## config.mk

```make
export PLATFORM = sky130hd
export DESIGN_NAME = riscv_ifetch
export DESIGN_NICKNAME = d
export VERILOG_FILES = /design/src/rtl/riscv_ifetch.sv
export SDC_FILE = /design/constraint.sdc
export NUM_CORES = 1
export LEC_CHECK = 0
export CAP_MARGIN = 5
export CELL_PAD_IN_SITES_DETAIL_PLACEMENT = 1
export CELL_PAD_IN_SITES_GLOBAL_PLACEMENT = 1
export CORE_MARGIN = 10
export CORE_UTILIZATION = 39
export DETAILED_ROUTE_END_ITERATION = 10
export GPL_TIMING_DRIVEN = 0
export PLACE_DENSITY = 0.9
export REMOVE_ABC_BUFFERS = 1
export SYNTH_ARGS = -nofsm -noshare
export SYNTH_HDL_FRONTEND = slang
export SYNTH_SLANG_ARGS = --single-unit
export TNS_END_PERCENT = 5
```

## constraint.sdc

```tcl
create_clock -name clk -period 4.16 [get_ports clk]
set_input_delay 0.416 -clock clk [delete_from_list [all_inputs] [get_ports clk]]
set_output_delay 0.416 -clock clk [all_outputs]
set_load 0.02 [all_outputs]
```

## src/rtl/riscv_ifetch.sv

```systemverilog
// Instruction fetch unit: drives the fetch PC to instruction memory, buffers
// {pc, inst} pairs in a small FIFO for decode, and handles redirects and misaligned-fetch faults.
module riscv_ifetch #(
  parameter int                    PC_WIDTH   = 15,
  parameter int                    INST_WIDTH = 32,
  parameter logic [PC_WIDTH-1:0]   RESET_PC   = '0,
  parameter int                    BUF_DEPTH  = 2
) (
  input  logic                  clk,
  input  logic                  reset,
  input  logic                  redirect_valid,
  input  logic [PC_WIDTH-1:0]   redirect_pc,
  output logic [PC_WIDTH-1:0]   imem_pc,
  input  logic [INST_WIDTH-1:0] imem_inst,
  output logic                  id_valid,
  output logic [INST_WIDTH-1:0] id_inst,
  output logic [PC_WIDTH-1:0]   id_pc,
  input  logic                  id_ready,
  output logic                  fetch_fault,
  output logic [PC_WIDTH-1:0]   fault_pc
);

  localparam int PTR_W = $clog2(BUF_DEPTH);
  localparam int CNT_W = PTR_W + 1;

  typedef enum logic {FETCH, FAULT} state_t;

  typedef struct packed {
    logic [PC_WIDTH-1:0]   pc;
    logic [INST_WIDTH-1:0] inst;
  } entry_t;

  state_t              state, state_next;
  logic [PC_WIDTH-1:0] fetch_pc, fetch_pc_next;
  logic [CNT_W-1:0]    count;
  logic [PTR_W-1:0]    rd_ptr, wr_ptr;
  entry_t              fifo_mem [BUF_DEPTH];
  entry_t              head;

  logic pop, has_room, push, fault_set;

  assign imem_pc     = fetch_pc;
  assign id_valid    = (count != '0);
  assign fetch_fault = (state == FAULT);
  assign pop         = id_valid & id_ready;
  // A full buffer still accepts a push when the head leaves in the same cycle.
  assign has_room    = (count < CNT_W'(BUF_DEPTH)) || pop;

  assign head    = fifo_mem[rd_ptr];
  assign id_pc   = id_valid ? head.pc   : '0;
  assign id_inst = id_valid ? head.inst : '0;

  // NOTE: every signal gets a default first so no path leaves it unassigned (no latches).
  always_comb begin
    state_next    = state;
    fetch_pc_next = fetch_pc;
    push          = 1'b0;
    fault_set     = 1'b0;
    if (redirect_valid) begin
      fetch_pc_next = redirect_pc;
      state_next    = FETCH;
    end else begin
      unique case (state)
        FETCH: begin
          if (fetch_pc[1:0] != 2'b00) begin
            state_next = FAULT;
            fault_set  = 1'b1;
          end else if (has_room) begin
            push          = 1'b1;
            fetch_pc_next = fetch_pc + PC_WIDTH'(4);
          end
        end
        FAULT: ;
        default: state_next = FETCH;
      endcase
    end
  end

  // NOTE: sequential state uses non-blocking assignments so all registers update together.
  always_ff @(posedge clk) begin
    if (reset) begin
      state    <= FETCH;
      fetch_pc <= RESET_PC;
      count    <= '0;
      rd_ptr   <= '0;
      wr_ptr   <= '0;
      fault_pc <= '0;
    end else begin
      state    <= state_next;
      fetch_pc <= fetch_pc_next;
      if (fault_set) fault_pc <= fetch_pc;
      if (redirect_valid) begin
        // Flush: any pop offered this cycle is discarded along with the contents.
        count  <= '0;
        rd_ptr <= '0;
        wr_ptr <= '0;
      end else begin
        if (push) wr_ptr <= wr_ptr + PTR_W'(1);
        if (pop)  rd_ptr <= rd_ptr + PTR_W'(1);
        unique case ({push, pop})
          2'b10:   count <= count + CNT_W'(1);
          2'b01:   count <= count - CNT_W'(1);
          default: count <= count;
        endcase
      end
    end
  end

  // NOTE: buffer storage is not reset; count gates id_valid so stale data is never visible.
  always_ff @(posedge clk) begin
    if (push) fifo_mem[wr_ptr] <= '{pc: fetch_pc, inst: imem_inst};
  end

endmodule

```

==> impl_metrics.ini <==
[cells_and_area]
syn_to_final_growth_pct = 40.8
nFillCells = 1296
final_area_mm2 = 0.00716
num_antenna_cells = 0
seq_area_mm2 = 0.00355
multi_input_area_mm2 = 0.00148
layout.nets = 574
drive_gt1_share_pct = 7.49

[timing]
rsz0062_at_grt = no
max_freq_mhz = 355
fin_setup_tns_ns = 0
slew_headroom_pct = 17.3
fin_skew_ns = 0.00738
final_hold_viol_count = 0
finalCriticalPeriod_ns = 2.82
slew_viol_final = 0
setup_viol = 0
tightest_slew_ns = 1.24
post-route-period-util_pct = 67.7

[clocking]
clock_path_buffers = 2
cts_tree = built
cts_resized = 0
post_cts_buffers = 0
cts_inserted_buffers = 17
cts_root_buf = clkbuf_16
holdBufCountCts = 0
clock_latency_ns = 0.42
cts_max_level = 4
cts_sinks = 130
clkTransAtPathRegs_ns = 0.06

[place]
gp_congestion = 0.721
place_area_mm2 = 0.00663
dp_hpwl_um = 9980
port_buffers = 129

[critical_path]
crit_end = id_inst[12]
arrival_ns = 2.40
r2r_end = fifo_mem[0][17]
worstPathRequired_ns = 3.74
reg2reg_depth = 4
r2r_slack_ns = 1.41
worst-path-max-fanout = 47
r2r_start = imem_pc[0]
path_class = flip-flop to output port
end_kind = output port
critPathLaunchType = flip-flop

[drt]
drtIter0Drc = 256
wirelength_um = 14200
drc = 0
viasPerCell = 4.97
num_vias = 3510
drtAntennaViolNets = 0
first_pass_iters = 7
avgRoutedWirePerCell_um = 20.2

[floorplanning]
std_cell_rows = 41
start_util_pct = 40.1
die_y_um = 134
die_area_mm2 = 0.0180
io_pins = 130
core_mm2 = 0.0127
die_x_um = 134

[run_status]
status = finished, final reports clean

[global_route]
grt.total_usage_pct = 16.0
grt_pass1_wl_um = 22100
grt_pass1_vias = 3809
grt_max_degree = 48
antenna_found_initial = 0
grt_overflow_total = 0

[synth]
avgSynthCellArea_um2 = 13.1
synth_area_mm2 = 0.00508
synth_top_area_share_pct = 55.5
synth_edf_count = 94
seq_area_frac_synth_pct = 69.7
ys_ff_latch = 130
synthDistinctLibCells = 32
yosysWarnings = 0
synth_area_leader_cell = edfxtp_1
netlist_instances = 387
synth_area_leaders = edfxtp_1 56%, dfxtp_1 14%, mux2i_1 10%, nor2_1 5.3%, nand2_1 2.8%
synthFlopType = edfxtp_1
ys_async_sr_fraction_pct = 0

[power]
power_leakage_uw = 0.00234
ir_drop_v = 0.000176
power_density_mw_per_mm2 = 446

[flow_run]
maxCapViolations = 0

[worst_hold_path]
hold_class = flip-flop to flip-flop
## critical path, stage by stage (launching register included)
cell,delay (ns)
dfxtp_4,0.88
mux2i_1,0.21
nor2_1,0.21
clkdlybuf4s50_1,0.66
## final cells by class
type	count	share of cell area, %
well taps	172	3.01
repair buffers	133	19.3
clock inverters	14	1.36
inverters	3	0.157
multi-input cells	236	20.7
clock buffers	18	5.99
flip-flops and latches	130	49.5
## where the power goes
group / total (µW) / switching (µW) / leakage, µW / internal (µW)
registers: 1520 / 49.3 / 0.00117 / 1470
logic: 358 / 190 / 0.000919 / 168
clock network: 1320 / 522 / 0.000247 / 802
## metrics by stage
step	power, µW	cells	setup WS (ns)	hold WS (ns)	util (%)
3_5_place_dp	1900	674	1.03	0.452	52.4
5_1_grt	3320	706	1.15	0.475	56.5
6_report	3200	706	1.34	0.457	56.5
4_1_cts	3230	706	1.28	0.459	56.5
2_1_floorplan	1690	369	0.595	0.480	-
3_3_place_gp	1870	670	-1.12	0.444	51.4
## Yosys cell counts, types with 2 or more instances
cell / number
a211oi_1: 5
a21oi_1: 19
and2_1: 2
buf_1: 2
buf_2: 5
clkbuf_1: 11
dfxtp_1: 36
edfxtp_1: 94
ha_1: 2
inv_1: 2
mux2i_1: 53
nand2_1: 38
nand3_1: 4
nand4_1: 6
nor2_1: 72
nor3_1: 3
nor4_2: 2
o21ai_0: 3
xnor2_1: 11
xor2_1: 5
## logic make-up (layout without fill, tap and decap cells)
family	Yosys count	in the layout	share of synthesized area [%]
simple gates	136	136	11.7
flops	130	130	69.7
mux	53	53	10.4
compound gates	29	29	3.27
buf+inv	21	168	1.67
xor+xnor	16	16	2.76
fa+ha+maj	2	2	0.492
## per-layer routing
metal / vias to the layer above / part of all wire (%) / track usage [%]
li1: 1659 / - / -
met1: 1718 / 43 / 18.9
met2: 116 / 49 / 26.4
met3: 17 / 6.9 / 5.83
met4: 0 / 1.2 / 5.44
met5: - / 0 / 0
## layout by cell type (no fill, tap or decap), types with 2 or more instances in the layout
cell type	count
a211oi_1	5
clkbuf_16	17
nand4_1	6
o21ai_0	2
nor3_1	3
clkdlybuf4s50_1	129
edfxtp_1	94
mux2i_1	53
nor2_4	3
clkinv_2	3
nor4_2	2
nand3_1	4
buf_16	3
a21oi_1	19
and2_1	2
nor2_1	69
clkinv_1	6
nand2_1	38
inv_1	2
xnor2_1	11
clkinvlp_4	4
xor2_1	5
ha_1	2
dfxtp_1	35
## sequential cells by signal (all words and copies together), names as in the netlist, named ones only
signal and flops:
count 2, fetch_fault 1, imem_pc 15, fault_pc 15, rd_ptr 1, wr_ptr 1, fifo_mem 94
## how the worst min path moves through the flow
| stage | startpoint | endpoint | slack, ns | depth (start not counted) |
|---|---|---|---|---|
| 2_1_floorplan | count[1] | count[1] | 0.48 | 2 |
| 3_3_place_gp | fault_pc[4] | fault_pc[4] | 0.44 | 2 |
| 3_5_place_dp | fault_pc[14] | fault_pc[14] | 0.45 | 2 |
| 4_1_cts | fault_pc[3] | fault_pc[3] | 0.46 | 2 |
| 5_1_grt | fault_pc[14] | fault_pc[14] | 0.48 | 2 |
| 6_report | fault_pc[14] | fault_pc[14] | 0.46 | 2 |
(Power assumes the default switching activity.)
